$ cat src/rtl/snn_timestep_scheduler.sv
// Timestep sequencer for the SNN core: inject -> neuron-update sweep -> router drain,
// repeated up to a latched limit, with a drain watchdog and a one-cycle completion pulse.
module snn_timestep_scheduler #(
  parameter int NUM_NEURONS     = 256,
  parameter int NEURON_ID_WIDTH = $clog2(NUM_NEURONS),
  parameter int TIMESTEP_WIDTH  = 16,
  parameter int TIMEOUT_WIDTH   = 20
) (
  input  logic                       aclk,
  input  logic                       rst,
  input  logic                       start,
  input  logic                       abort,
  input  logic [TIMESTEP_WIDTH-1:0]  num_timesteps,
  input  logic [TIMEOUT_WIDTH-1:0]   drain_timeout,
  input  logic                       in_frame_last,
  output logic                       inject_en,
  output logic                       upd_valid,
  input  logic                       upd_ready,
  output logic [NEURON_ID_WIDTH-1:0] upd_id,
  output logic                       upd_last,
  input  logic                       router_empty,
  input  logic                       out_fifo_empty,
  output logic                       busy,
  output logic                       done_irq,
  output logic                       timeout_err,
  output logic [TIMESTEP_WIDTH-1:0]  cur_timestep,
  output logic [2:0]                 state
);

  localparam logic [2:0] S_IDLE   = 3'd0;
  localparam logic [2:0] S_INJECT = 3'd1;
  localparam logic [2:0] S_UPDATE = 3'd2;
  localparam logic [2:0] S_DRAIN  = 3'd3;
  localparam logic [2:0] S_STEP   = 3'd4;
  localparam logic [2:0] S_DONE   = 3'd5;

  localparam logic [NEURON_ID_WIDTH-1:0] LAST_ID = NEURON_ID_WIDTH'(NUM_NEURONS - 1);

  logic [2:0]                 state_q,       state_d;
  logic [NEURON_ID_WIDTH-1:0] upd_id_q,      upd_id_d;
  logic [TIMESTEP_WIDTH-1:0]  cur_ts_q,      cur_ts_d;
  logic [TIMESTEP_WIDTH-1:0]  limit_q,       limit_d;
  logic [TIMEOUT_WIDTH-1:0]   tmo_limit_q,   tmo_limit_d;
  logic [TIMEOUT_WIDTH-1:0]   tmo_cnt_q,     tmo_cnt_d;
  logic                       timeout_err_q, timeout_err_d;
  logic [TIMESTEP_WIDTH-1:0]  ts_inc;

  assign ts_inc = cur_ts_q + 1'b1;

  // NOTE: every variable gets its hold value first so no path through the case infers a latch.
  always_comb begin
    state_d       = state_q;
    upd_id_d      = upd_id_q;
    cur_ts_d      = cur_ts_q;
    limit_d       = limit_q;
    tmo_limit_d   = tmo_limit_q;
    tmo_cnt_d     = tmo_cnt_q;
    timeout_err_d = timeout_err_q;

    case (state_q)
      S_IDLE: begin
        if (start && (num_timesteps != '0)) begin
          limit_d       = num_timesteps;
          tmo_limit_d   = drain_timeout;
          cur_ts_d      = '0;
          timeout_err_d = 1'b0;
          state_d       = S_INJECT;
        end
      end
      S_INJECT: begin
        if (in_frame_last) begin
          upd_id_d = '0;
          state_d  = S_UPDATE;
        end
      end
      S_UPDATE: begin
        if (upd_ready) begin
          if (upd_id_q == LAST_ID) begin
            // Index returns to 0 so upd_last never shows outside the sweep.
            upd_id_d  = '0;
            tmo_cnt_d = '0;
            state_d   = S_DRAIN;
          end else begin
            upd_id_d = upd_id_q + 1'b1;
          end
        end
      end
      S_DRAIN: begin
        tmo_cnt_d = tmo_cnt_q + 1'b1;
        if (router_empty && out_fifo_empty) begin
          state_d = S_STEP;
        end else if ((tmo_limit_q != '0) && (tmo_cnt_q == tmo_limit_q - 1'b1)) begin
          timeout_err_d = 1'b1;
          state_d       = S_DONE;
        end
      end
      S_STEP: begin
        cur_ts_d = ts_inc;
        state_d  = (ts_inc == limit_q) ? S_DONE : S_INJECT;
      end
      S_DONE:  state_d = S_IDLE;
      default: state_d = S_IDLE;
    endcase

    // Abort overrides every transition and leaves the run's status untouched.
    if (abort && (state_q != S_IDLE)) begin
      state_d       = S_IDLE;
      upd_id_d      = '0;
      cur_ts_d      = cur_ts_q;
      timeout_err_d = timeout_err_q;
    end
  end

  // NOTE: sequential state uses non-blocking assignments only, so every flop sees pre-edge values.
  always_ff @(posedge aclk) begin
    if (rst) begin
      state_q       <= S_IDLE;
      upd_id_q      <= '0;
      cur_ts_q      <= '0;
      limit_q       <= '0;
      tmo_limit_q   <= '0;
      tmo_cnt_q     <= '0;
      timeout_err_q <= 1'b0;
    end else begin
      state_q       <= state_d;
      upd_id_q      <= upd_id_d;
      cur_ts_q      <= cur_ts_d;
      limit_q       <= limit_d;
      tmo_limit_q   <= tmo_limit_d;
      tmo_cnt_q     <= tmo_cnt_d;
      timeout_err_q <= timeout_err_d;
    end
  end

  assign state        = state_q;
  assign inject_en    = (state_q == S_INJECT);
  assign upd_valid    = (state_q == S_UPDATE);
  assign upd_id       = upd_id_q;
  assign upd_last     = (upd_id_q == LAST_ID);
  assign busy         = (state_q != S_IDLE);
  assign done_irq     = (state_q == S_DONE);
  assign timeout_err  = timeout_err_q;
  assign cur_timestep = cur_ts_q;

endmodule

$ cat config.mk
export PLATFORM = sky130hd
export DESIGN_NAME = snn_timestep_scheduler
export DESIGN_NICKNAME = d
export VERILOG_FILES = /design/src/rtl/snn_timestep_scheduler.sv
export SDC_FILE = /design/constraint.sdc
export NUM_CORES = 1
export LEC_CHECK = 0
export ABC_AREA = 1
export BUFFER_PORTS_ARGS = -buffer_cell sky130_fd_sc_hd__buf_2
export CAP_MARGIN = 20
export CORE_MARGIN = 3
export CORE_UTILIZATION = 55
export DETAILED_ROUTE_END_ITERATION = 6
export PLACE_DENSITY_LB_ADDON = 0.25
export SYNTH_ARGS = -nofsm -noshare
export SYNTH_HDL_FRONTEND = slang
export SYNTH_SLANG_ARGS = --single-unit
export TNS_END_PERCENT = 30
$ cat constraint.sdc
create_clock -name aclk -period 2.57 [get_ports aclk]
set_input_delay 0.257 -clock aclk [delete_from_list [all_inputs] [get_ports aclk]]
set_output_delay 0.257 -clock aclk [all_outputs]
set_load 0.03 [all_outputs]
======== Word level (Yosys, flattened, before mapping) ========
Cells that the tools add are included.
cells by class
  add/sub/neg operators ................... 4
  equal/unequal tests ..................... 15
  muxes and demuxes ....................... 21
  bitwise gates (word level) .............. 1
  reduce and logical (&&, ||, !) cells .... 19
operators by type and width
  kind                   number
  $mux 20                2
  $pmux 20 s2            1
  $pmux 16 s2            1
  $mux 8                 3
  $mux 3                 7
  $add 20x1->20 const B  1
  $eq 20x20->1           1
  $reduce_bool 20->1     1
  $sub 20x1->20 const B  1
  $add 16x1->16 const B  1
  $eq 16x16->1           1
  $mux 16                1
  $pmux 8 s2             1
  $reduce_bool 16->1     1
  $pmux 3 s5             1
  $reduce_and 5->1       2
  $reduce_and 3->1       3
  $add 8x1->8 const B    1
  $eq 8x8->1 const B     1
  $ne 2x2->1 const B     4
  $reduce_bool 2->1      4
  $eq 3x2->1 const B     2
  $eq 3x3->1 const B     2
  $logic_and 1x1->1      4
  10 further kinds       13
word-level totals
  register bits ........................... 84
  output and inout port bits .............. 33
  logic and storage cells ................. 67

======== Depth between registers and ports, before layout ========
  depth in word-level cells ............... 6
  mapped depth ............................ 17

======== Worst setup path before layout ========
Ideal clock, no wire load.
  path type ............................... flip-flop to flip-flop
  start point ............................. register upd_id_q[0] (netlist: upd_id[0])
  end point ............................... register state_q[0] (netlist: state[0])
  arrival time ............................ 2083 ps
  data required time ...................... 2453 ps
  path slack .............................. 370 ps
  stages on the path, launching flop included .. 13
  path buffers ............................ 0
  period minus slack after synthesis ...... 2200 ps
  cell sequence ........................... dfxtp_1 -> ha_1 -> nand2_1 -> nor2_2 -> nand2_1 -> nor3_4 -> nor2_1 -> inv_1 -> nand3_1 -> nor2_1 -> nand2_1 -> nand2_1 -> a21oi_2
between the ends
  longest elaborated chain between the ends .. 3
ends and longest elaborated chain
  what                        RTL line  RTL
  start, declared             40        logic [NEURON_ID_WIDTH-1:0] upd_id_q, upd_id_d;
  start signal, assigned      126       upd_id_q <= upd_id_d;
  $eq 8x8->1                  n/a
  via upd_last                20        output logic upd_last,
  $ne 2x1->1 (no line)        n/a
  $reduce_and 5->1 (no line)  n/a
  end signal, assigned        125       state_q <= state_d;
  end, declared               39        logic [2:0] state_q, state_d;
The timed path passes the listed nets, and every way through them passes these cells.
A chain may end at the register's enable or synchronous reset.

======== Worst setup path after layout ========
  start point ............................. register tmo_limit_q[0]
  end point ............................... register state_q[0] (netlist: state[0])
between the ends
  longest elaborated chain between the ends .. 5
ends and longest elaborated chain
  what                          RTL line  RTL
  start, declared               43        logic [TIMEOUT_WIDTH-1:0] tmo_limit_q, tmo_limit_d;
  start signal, assigned        129       tmo_limit_q <= tmo_limit_d;
  $sub 20x1->20                 92        end else if ((tmo_limit_q != '0) && (tmo_cnt_q == tmo_limit_q - 1'b1)) begin
  $eq 20x20->1                  92
  $logic_and 1x1->1 *           92
  $ne 3x3->1 (no line) *        n/a
  $reduce_and 5->1 (no line) *  n/a
Mark *: on every way between the ends. The rest lies on a longest branch, timed or not.

==> metrics.yaml <==
final_cell_mix: "nand2_1 (213), nor2_1 (106), dfxtp_1 (84)"
syn_avg_cell_area_um2: 6.40
yosysSeqAreaShare_pct: 32.2
p_comb_share_pct: 39.1
fmax_ghz: 0.437
multi_input_area_mm2: 0.00313
rows: 34
critPathLaunchType: "flop"
period_minus_slack_ps: 2290
p_per_area_mw_per_mm2: 760
ir_drop_mv: 0.587
hpwlAfterDp_um: 10700
synth_seq_cells: 84
p_int_mw: 2.61
antenna_found_initial: 0
grt_usage_pct: 26.3
vias_per_cell: 5.31
tightest_slew_ps: 960
die_y_um: 104
setup_violations: 0
clockPowerShare_pct: 23.6
post-cts-setup-buffer-count: 0
grt_max_degree: 40
cp_data_arrival_time_ps: 2550
worst_setup_path_end_kind: "flop"
synth_xor_area_share_pct: 5.62
fin_crit_sh_pct: 89.0
fillers: 822
core_area_mm2: 0.00898
p_sw_share_pct: 42.0
ios: 77
vias: 5399
maxCapViolCount: 0
grt_overflow: 0
dpl_worst_slack_ps: 348
ctsHoldBuffers: 0
grt_pass1_wl_um: 23500
antennaDiodeCount: 0
cts_made_buffers: 9
cts_root_buffer: "clkbuf_8"
grt_pass1_vias: 5073
cts_tree: "yes"
syn_nets: 866
run_status: "finished clean"
die_x_um: 104
drt_iter0_drc: 344
insertion_delay_ps: 370
first_pass_iters: 5
relSlewSlack_pct: 36.0
drc_errors: 0
crit_path_cell_trace: "inv_1 -> ha_1 -> nand2_1 -> nor2_1 -> nand2_1 -> nand2_1 -> nand2_1 -> nand2_1 -> nand2_1 -> nor2_1 -> nand2_1 -> nor2_1 -> nand3_1 -> nand2_1 -> nand2_1 -> nand2_1 -> a21oi_2"
leakagePower_nw: 2.62
wirelength_um: 14100
numPortBuffers: 76
critPathKind: "flop to flop"
worst_slack_ps: 284
switchingPower_mw: 1.89
gp_congestion: 0.944
max_stage_delay_ps: 330
synth-warning-count: 0
crit_path_max_fanout: 7
drv_slew: 0
clock-sinks: 84
crit_path_top_delay_cell: "dfxtp_1"
layout.nets: 936
synth_cells: 817
syn_area_mm2: 0.00523
min_path_type: "input pin to flop"
final.setup.tns_ps: 0
drive_gt1_share_pct: 16.4
required_ps: 2830
grt_setup_unrepaired: "no"
dieArea_mm2: 0.0107
synth_simple_gate_area_share_pct: 40.6
htreeDepth: 3
ant_nets: 0
routedWlPerCell_um: 13.8
finClkSkew_ps: 15.3
syn2layout_area_growth_pct: 13.3
synth_top_family_by_area: "simple AND/OR/NAND/NOR gates"
clockBufferDepth: 2
ctsResizeCount: 0
synth_compound_area_share_pct: 12.3
path_common_cell: "nand2_1"
synth_adder_area_share_pct: 1.20
synth.distinct_cells: 42
initial_core_util_pct: 58.3
path_clk_slew_ps: 90
seqPwrFrac_pct: 37.3
final_common_cell: "nand2_1"
seq_area_mm2: 0.00168
synthMuxAreaShare_pct: 0
finalHoldViolations: 0
## layout make-up
| cell class | instances | area share (%) |
|---|---|---|
| sequential | 84 | 28.4 |
| timing repair buffer | 81 | 7.06 |
| clock buffer | 10 | 2.16 |
| clock inverter | 5 | 1.44 |
| multi-input combinational | 624 | 52.8 |
| inverter | 87 | 5.51 |
| tap | 126 | 2.66 |
## sequential cells by signal (all words and copies together) (netlist names)
name	count
cur_timestep	16
limit_q	16
state	3
timeout_err	1
tmo_cnt_q	20
tmo_limit_q	20
upd_id	8
## path summary, 6_finish.rpt
| path | cells past startpoint | to | start | slack, ps |
|---|---|---|---|---|
| worst max-delay path | 17 | state[0] | tmo_limit_q[0] | 280 |
| worst max register to register | 17 | state[0] | tmo_limit_q[0] | 280 |
| worst min register to register | 2 | limit_q[5] | limit_q[5] | 480 |
| worst min-delay path | 3 | tmo_limit_q[6] | drain_timeout[6] | 110 |
## logic make-up (layout without fill, tap and decap cells)
group | Yosys count | in the layout
compound gates | 119 | 119
buf+inv | 109 | 183
xor+xnor | 32 | 32
flops | 84 | 84
fa+ha+maj | 5 | 5
simple gates | 468 | 468
## power by group through the flow
stage	registers [mW]	logic, mW	clock network [mW]
floorplan	1.67	1.35	0
global route	1.70	2.00	1.12
global placement	1.70	1.69	0
detailed placement	1.70	1.73	0
finish	1.68	1.76	1.06
CTS	1.67	1.74	1.07
## critical path: cells and delay by family, from the launching register on
family                   cells  cell delay (ps)
AO/OA/AOI/OAI                1               60
AND/OR/NAND/NOR             14             1290
flip-flops                   1              330
adder cells (fa/ha/maj)      1              290
buffers and inverters        1              210
## per-stage QoR
| stage | power (mW) | area, um2 | hold slack (ps) | util [%] | cells |
|---|---|---|---|---|---|
| after global placement | 3.39 | 5710 | 451 | 63.6 | 1002 |
| after floorplan | 3.03 | 5230 | 392 | - | 817 |
| after CTS | 4.49 | 5920 | 96.0 | 66.0 | 1017 |
| final | 4.50 | 5920 | 105 | 66.0 | 1017 |
| after detailed placement | 3.43 | 5710 | 464 | 63.6 | 1002 |
| after global routing | 4.82 | 5920 | 107 | 66.0 | 1017 |
## synthesized netlist by cell type (all sizes together)
library cell,n,area share (%)
nand2,221,16
nor2,124,11
inv,87,6.2
dfxtp,84,32
nand3,67,6.8
a21oi,61,5.9
o21ai,47,4.7
xor2,22,3.7
nor3,18,2.2
nand4,14,1.7
buf,11,1.0
clkbuf,11,0.81
or2,10,1.2
xnor2,9,1.5
nor4,6,0.72
ha,5,1.2
nand3b,5,0.72
o21bai,5,0.79
a211oi,2,0.29
nor3b,2,0.29
a21boi,1,0.22
a21o,1,0.14
a221oi,1,0.17
a31oi,1,0.12
and2,1,0.12
xnor3,1,0.43
## routing by layer
layer,up-vias,GRT usage [%],part of all wire (%)
met3,35,5.72,6.1
li1,2774,-,-
met4,0,9.31,2.6
met2,184,43.8,46
met1,2406,33.6,45
met5,-,0,0
No activity file was read; power rests on OpenSTA's default activity.
